## src/rtl/spin_rdbuf_pkg.sv

```systemverilog
// spin_rdbuf_pkg: shared state type and sizing helpers for the spin readout buffer.
package spin_rdbuf_pkg;

    typedef enum logic [1:0] {
        ST_COLLECT = 2'd0,
        ST_DRAIN   = 2'd1,
        ST_DONE    = 2'd2
    } state_e;

    function automatic int beats_f(input int n_spin, input int out_w);
        return (n_spin + out_w - 1) / out_w;
    endfunction

    function automatic int ptr_w_f(input int depth);
        return depth > 1 ? $clog2(depth) : 1;
    endfunction

    function automatic int cnt_w_f(input int depth);
        return $clog2(depth + 1);
    endfunction

endpackage

```

## src/rtl/spin_rdbuf_mem.sv

```systemverilog
// spin_rdbuf_mem: DEPTH x N_SPIN register array with one write port and one combinational read port.
module spin_rdbuf_mem
    import spin_rdbuf_pkg::*;
#(
    parameter int DEPTH  = 16,
    parameter int N_SPIN = 50,
    localparam int PTR_W = ptr_w_f(DEPTH)
) (
    input  logic              i_clk,
    input  logic              i_we,
    input  logic [PTR_W-1:0]  i_waddr,
    input  logic [N_SPIN-1:0] i_wdata,
    input  logic [PTR_W-1:0]  i_raddr,
    output logic [N_SPIN-1:0] o_rdata
);

    logic [N_SPIN-1:0] mem_q [DEPTH];

    always_ff @(posedge i_clk) begin
        if (i_we) mem_q[i_waddr] <= i_wdata;
    end

    assign o_rdata = mem_q[i_raddr];

endmodule

```

## src/rtl/spin_readout_buffer.sv

```systemverilog
// spin_readout_buffer: stores one spin vector per run, then drains them to GPIO as OUT_W-bit beats.
// Define SPIN_RDBUF_HEADER_EN to prepend an entry-count header beat to the drain.
module spin_readout_buffer
    import spin_rdbuf_pkg::*;
#(
    parameter int N_SPIN = 50,
    parameter int DEPTH  = 16,
    parameter int OUT_W  = 8
) (
    input  logic                       i_clk,
    input  logic                       i_rst,
    input  logic                       i_clear,
    input  logic                       i_capture,
    input  logic [N_SPIN-1:0]          i_spin,
    input  logic                       i_final_run,
    output logic [OUT_W-1:0]           o_gpio_data,
    output logic                       o_gpio_valid,
    input  logic                       i_gpio_ready,
    output logic                       o_gpio_last,
    output logic [$clog2(DEPTH+1)-1:0] o_entry_count,
    output logic                       o_overflow,
    output logic                       o_drain_done
);

    localparam int BEATS  = beats_f(N_SPIN, OUT_W);
    localparam int BEAT_W = BEATS > 1 ? $clog2(BEATS) : 1;
    localparam int PTR_W  = ptr_w_f(DEPTH);
    localparam int CNT_W  = cnt_w_f(DEPTH);
    localparam int PAD_W  = BEATS * OUT_W;

    state_e             state_q, state_d;
    logic [PTR_W-1:0]   wr_ptr_q, wr_ptr_d, rd_ptr_q, rd_ptr_d, nxt_rd, raddr;
    logic [CNT_W-1:0]   count_q, count_d;
    logic [BEAT_W-1:0]  beat_q, beat_d, nxt_beat;
    logic [OUT_W-1:0]   data_q, data_d;
    logic [N_SPIN-1:0]  rdata;
    logic               ovf_q, ovf_d, hdr_q, hdr_d, valid_q, valid_d, last_q, last_d;
    logic               we, arm;

    function automatic logic [OUT_W-1:0] beat_of(input logic [N_SPIN-1:0] s, input logic [BEAT_W-1:0] b);
        logic [PAD_W-1:0] p;
        p = PAD_W'(s);
        return p[b*OUT_W +: OUT_W];
    endfunction

    function automatic logic is_last(input logic [PTR_W-1:0] rd, input logic [BEAT_W-1:0] b,
                                     input logic [CNT_W-1:0] cnt);
        return b == BEAT_W'(BEATS - 1) && CNT_W'(rd) + CNT_W'(1) == cnt;
    endfunction

    spin_rdbuf_mem #(.DEPTH(DEPTH), .N_SPIN(N_SPIN)) u_mem (
        .i_clk   (i_clk),
        .i_we    (we),
        .i_waddr (wr_ptr_q),
        .i_wdata (i_spin),
        .i_raddr (raddr),
        .o_rdata (rdata)
    );

    // Position of the beat that follows the one currently presented; the header is followed by entry 0 beat 0.
    assign nxt_rd   = hdr_q ? '0 : (beat_q == BEAT_W'(BEATS - 1) ? rd_ptr_q + PTR_W'(1) : rd_ptr_q);
    assign nxt_beat = (hdr_q || beat_q == BEAT_W'(BEATS - 1)) ? '0 : beat_q + BEAT_W'(1);
    assign raddr    = state_q == ST_DRAIN ? nxt_rd : '0;
    assign arm      = state_q == ST_COLLECT && i_capture && i_final_run;

    always_comb begin
        state_d  = state_q;
        wr_ptr_d = wr_ptr_q;
        rd_ptr_d = rd_ptr_q;
        count_d  = count_q;
        beat_d   = beat_q;
        ovf_d    = ovf_q;
        hdr_d    = hdr_q;
        valid_d  = valid_q;
        last_d   = last_q;
        data_d   = data_q;
        we       = 1'b0;
        if (i_clear) begin
            state_d  = ST_COLLECT;
            wr_ptr_d = '0;
            rd_ptr_d = '0;
            count_d  = '0;
            beat_d   = '0;
            ovf_d    = 1'b0;
            hdr_d    = 1'b0;
            valid_d  = 1'b0;
            last_d   = 1'b0;
            data_d   = '0;
        end else begin
            if (i_capture) begin
                we       = state_q == ST_COLLECT && count_q < CNT_W'(DEPTH);
                wr_ptr_d = we ? wr_ptr_q + PTR_W'(1) : wr_ptr_q;
                count_d  = we ? count_q + CNT_W'(1) : count_q;
                ovf_d    = ovf_q | !we;
            end
            if (arm) begin
                rd_ptr_d = '0;
                beat_d   = '0;
`ifdef SPIN_RDBUF_HEADER_EN
                hdr_d    = 1'b1;
                data_d   = OUT_W'(count_d);
                if (OUT_W > CNT_W) data_d[OUT_W-1] = ovf_d;
                valid_d  = 1'b1;
                last_d   = count_d == '0;
`else
                // An empty buffer means entry 0 is being written at this very edge, so bypass the array.
                data_d   = beat_of(count_q == '0 ? i_spin : rdata, BEAT_W'(0));
                valid_d  = count_d != '0;
                last_d   = is_last(PTR_W'(0), BEAT_W'(0), count_d);
`endif
                state_d  = valid_d ? ST_DRAIN : ST_DONE;
            end else if (state_q == ST_DRAIN && valid_q && i_gpio_ready) begin
                hdr_d    = 1'b0;
                rd_ptr_d = nxt_rd;
                beat_d   = nxt_beat;
                data_d   = last_q ? '0 : beat_of(rdata, nxt_beat);
                valid_d  = !last_q;
                last_d   = !last_q && is_last(nxt_rd, nxt_beat, count_q);
                state_d  = last_q ? ST_DONE : ST_DRAIN;
            end
        end
    end

    always_ff @(posedge i_clk or posedge i_rst) begin
        if (i_rst) begin
            state_q  <= ST_COLLECT;
            wr_ptr_q <= '0;
            rd_ptr_q <= '0;
            count_q  <= '0;
            beat_q   <= '0;
            ovf_q    <= 1'b0;
            hdr_q    <= 1'b0;
            valid_q  <= 1'b0;
            last_q   <= 1'b0;
            data_q   <= '0;
        end else begin
            state_q  <= state_d;
            wr_ptr_q <= wr_ptr_d;
            rd_ptr_q <= rd_ptr_d;
            count_q  <= count_d;
            beat_q   <= beat_d;
            ovf_q    <= ovf_d;
            hdr_q    <= hdr_d;
            valid_q  <= valid_d;
            last_q   <= last_d;
            data_q   <= data_d;
        end
    end

    assign o_gpio_data   = data_q;
    assign o_gpio_valid  = valid_q;
    assign o_gpio_last   = last_q;
    assign o_entry_count = count_q;
    assign o_overflow    = ovf_q;
    assign o_drain_done  = state_q == ST_DONE;

endmodule

```

## config.mk

```make
export PLATFORM = sky130hd
export DESIGN_NAME = spin_readout_buffer
export DESIGN_NICKNAME = d
export VERILOG_FILES = /design/src/rtl/spin_rdbuf_pkg.sv /design/src/rtl/spin_rdbuf_mem.sv /design/src/rtl/spin_readout_buffer.sv
export SDC_FILE = /design/constraint.sdc
export NUM_CORES = 1
export LEC_CHECK = 0
export ABC_AREA = 1
export ABC_CLOCK_PERIOD_IN_PS = 13350
export CAP_MARGIN = 40
export CORE_ASPECT_RATIO = 2
export CORE_MARGIN = 2
export CORE_UTILIZATION = 62
export CTS_CLUSTER_DIAMETER = 30
export DETAILED_ROUTE_END_ITERATION = 8
export DONT_BUFFER_PORTS = 1
export PLACE_DENSITY = 0.78
export SYNTH_ARGS = -nofsm -noshare
export SYNTH_HDL_FRONTEND = slang
export SYNTH_SLANG_ARGS = --single-unit
```

## constraint.sdc

```tcl
create_clock -name i_clk -period 13.35 [get_ports i_clk]
set_input_delay 2.67 -clock i_clk [delete_from_list [all_inputs] [get_ports i_clk]]
set_output_delay 2.67 -clock i_clk [all_outputs]
set_load 0.01 [all_outputs]
```

==> impl_metrics.py <==
metrics = {
    "placement": {
        "dp_hpwl_um": 49770,
        "dpl_worst_slack_ps": 7839,
        "placed_cell_area_um2": 34610,
        "gp_routability_congestion": 0.8650,
        "port_buffers": 0,
    },
    "grt": {
        "antenna_found_initial": 0,
        "grt_use_met3": 0.06232,
        "grt_pass1_vias": 23480,
        "grt_pass1_wl_um": 135200,
        "grt_max_degree": 103,
        "grt_overflow": 0,
        "grtUsageTotal": 0.3214,
        "met1_usage": 0.3682,
        "use_met2": 0.5481,
        "grt_busiest_layer": "met2",
    },
    "timing": {
        "skew_ps": 23.18,
        "period_minus_slack_ps": 5059,
        "drv_slew": 0,
        "setup_ws_ps": 8291,
        "finalHoldViolCount": 0,
        "rsz0062_at_grt": "false",
        "timing.final.crit_share": 0.3790,
        "fmax_ghz": 0.1977,
        "max-slew-margin-rel": 0.3495,
        "finalSetupViolCount": 0,
        "worstMarginPinSlew_ps": 975.8,
        "setup_tns_ps": 0,
    },
    "finish": {
        "syn_to_final_growth_pct": 11.03,
        "filler_cell_count": 3512,
        "design_area_um2": 37620,
        "final_nets": 2906,
        "final-seq-area_um2": 24720,
        "antenna_cells": 0,
        "drive_above_1_share": 0.08299,
        "fin_util": 0.6940,
        "multi_input_area_um2": 8244,
    },
    "power_and_ir_drop": {
        "p_comb_frac": 0.026,
        "p_leak_nw": 13.45,
        "switching_share": 0.2145,
        "p_seq_frac": 0.523,
        "internal-power_mw": 4.343,
        "power_density_nw_per_um2": 147.0,
        "p_clk_frac": 0.451,
        "irDropWorstVdd_mv": 0.1408,
        "total_power_mw": 5.528,
        "p_switching_mw": 1.186,
    },
    "synthesis": {
        "yosysSeqAreaShare": 0.7298,
        "synth_adder_area_share": 0.002955,
        "synth-compound-area-share": 0.009011,
        "ys.flop_type": "edfxtp_1",
        "synth-xor-area-share": 0.002031,
        "syn_inst": 2868,
        "synth_seq_cells": 828,
        "yosys.area_share.simple": 0.2251,
        "synth_cell_types": 32,
        "synthMuxAreaShare": 0,
        "synth_edf_count": 800,
        "syn_area_um2": 33880,
        "async_flop_share": 0.03382,
        "synth.net_count": 2932,
        "yosysWarnings": 0,
        "syn_area_per_cell_um2": 11.81,
        "synth_top_family_by_area": "simple AND/OR/NAND/NOR gates",
    },
    "worst_setup_path": {
        "rr_startpoint": "beat_q[0]",
        "crit_path_end_kind": "register",
        "path_class": "register to register",
        "startpoint_type": "register",
        "critPathMaxFanout": 81,
        "startpoint": "beat_q[0]",
        "cp.required_ps": 13920,
        "crit_arrival_ps": 5630,
    },
    "clocking": {
        "h-tree-depth": 3,
        "cts_resized": 0,
        "ctsHoldBuffers": 0,
        "cts_tree": "done",
        "clk_path_buf_depth": 3,
        "numCtsBuffers": 89,
        "clkLatencyLatePin_ps": 640,
        "post_cts_buffers": 0,
        "clockRootBuffer": "clkbuf_16",
        "cts.sinks": 828,
        "cts.clk_slew.worst_paths_ps": 60,
    },
    "drt": {
        "ant_nets": 0,
        "viasPerCell": 6.516,
        "wl_um": 90230,
        "drcViolationCount": 0,
        "first_pass_iters": 6,
        "drt_iter0_drc": 3061,
        "wl_per_cell_um": 25.12,
        "vias": 23400,
    },
    "floorplan": {
        "start_util": 0.6251,
        "dieArea_um2": 56640,
        "num_io_pins": 73,
        "core_um2": 54200,
        "die_w_um": 169.3,
        "fp.dieH_um": 334.6,
        "rows": 121,
    },
    "outcome": {
        "status": "complete, no violations",
    },
    "worst_hold_path": {
        "hp-class": "register to register",
        "hold_path.startpoint": "rd_ptr_q[3]",
    },
    "run": {
        "max_cap_violations": 0,
    },
}
==> cell type report <==
| class | instances | area share |
|---|---|---|
| Clock buffer | 105 | 0.06360 |
| Clock inverter | 60 | 0.01643 |
| Inverter | 45 | 0.004890 |
| Multi-Input combinational cell | 1818 | 0.2192 |
| Sequential cell | 828 | 0.6573 |
| Tap cell | 676 | 0.02249 |
| Timing Repair Buffer | 60 | 0.01617 |
==> stage by stage <==
| stage | hold slack (ps) | cells |
|---|---|---|
| floorplan | 495.2 | 2868 |
| detailed placement | 562.0 | 3427 |
| finish | 571.3 | 3592 |
| global placement | 534.7 | 3416 |
| CTS | 577.8 | 3592 |
| global route | 598.8 | 3592 |
==> power by group through the flow <==
stage | logic [mW] | registers (mW) | clock network [mW]
finish | 0.145 | 2.89 | 2.49
detailed placement | 0.139 | 2.95 | 0
global route | 0.155 | 2.89 | 2.61
CTS | 0.141 | 2.89 | 2.50
global placement | 0.132 | 2.95 | 0
floorplan | 0.0819 | 2.94 | 0
==> worst max-delay path: stages (launching register included) <==
cell	delay [ps]
dfrtp_1	430
inv_2	110
nand3_1	130
nand2_2	80
buf_4	380
nand3_4	720
inv_6	870
buf_4	620
nand2_1	100
nand3_1	90
nand3_1	90
nand3_1	160
nand2_1	140
nand2_1	80
nand2_1	50
o21ai_0	450
nand2_1	110
nand2_1	80
nand2_1	60
nand2_1	70
==> state kept, by name, summed over array words and instances (netlist names) <==
| signal | count |
|---|---|
| beat_q | 3 |
| o_gpio_last | 1 |
| o_gpio_data | 8 |
| rd_ptr_q | 4 |
| o_entry_count | 5 |
| o_overflow | 1 |
| wr_ptr_q | 4 |
| state_q | 2 |
| u_mem.mem_q | 800 |
==> logic make-up after synthesis <==
logic type / after synthesis
AND/OR/NAND/NOR: 1749
flip-flops: 828
buffers and inverters: 222
AO/OA/AOI/OAI: 54
adder cells (fa/ha/maj): 8
XOR/XNOR: 7
==> cells in the mapped netlist (3+ instances only) <==
library cell / n / area, um2
a21oi_1: 18 / 90.09
buf_1: 6 / 22.52
buf_2: 113 / 565.5
buf_4: 19 / 142.6
clkbuf_1: 38 / 142.6
dfrtp_1: 28 / 700.7
edfxtp_1: 800 / 24020
ha_1: 8 / 100.1
inv_1: 38 / 142.6
inv_2: 7 / 26.28
nand2_1: 927 / 3480
nand3_1: 739 / 3699
nand4_1: 32 / 200.2
nor2_1: 30 / 112.6
nor3_1: 12 / 60.06
o211ai_1: 9 / 67.56
o21ai_0: 18 / 90.09
o21ai_1: 3 / 15.01
o22ai_1: 4 / 25.02
xor2_1: 5 / 43.79
==> layer usage <==
metal  up-vias  wire, um
li1      10150         -
met1     11150     28590
met2      1677     45730
met3       433      9596
met4         0      6319
met5         -         0
==> path summary, 6_finish.rpt <==
path                                        to  slack, ps  cells past startpoint
worst max register to register  o_gpio_data[6]       8290                     19
max in group asynchronous       o_gpio_data[4]      11020                      2
worst min register to register     rd_ptr_q[3]        570                      2
min in group asynchronous       o_gpio_data[7]       2020                      2
worst max-delay path            o_gpio_data[6]       8290                     19
worst min-delay path               rd_ptr_q[3]        570                      2
==> cell usage in the layout (no fill, tap or decap), types with 6 or more instances in the layout <==
| cell | count |
|---|---|
| edfxtp_1 | 800 |
| buf_16 | 6 |
| bufinv_16 | 6 |
| ha_1 | 8 |
| clkinvlp_4 | 8 |
| nand2_1 | 926 |
| nand3_1 | 738 |
| clkinv_1 | 7 |
| clkbuf_16 | 93 |
| nor3_2 | 8 |
| dfrtp_1 | 28 |
| clkinv_2 | 8 |
| nor2_4 | 11 |
| clkbuf_1 | 10 |
| inv_1 | 38 |
| inv_8 | 8 |
| buf_4 | 51 |
| nor2_1 | 21 |
| o211ai_1 | 9 |
| o21ai_0 | 18 |
| inv_6 | 17 |
| nand4_1 | 32 |
| a21oi_1 | 18 |
Note: power is estimated with default switching activity, not from simulation.
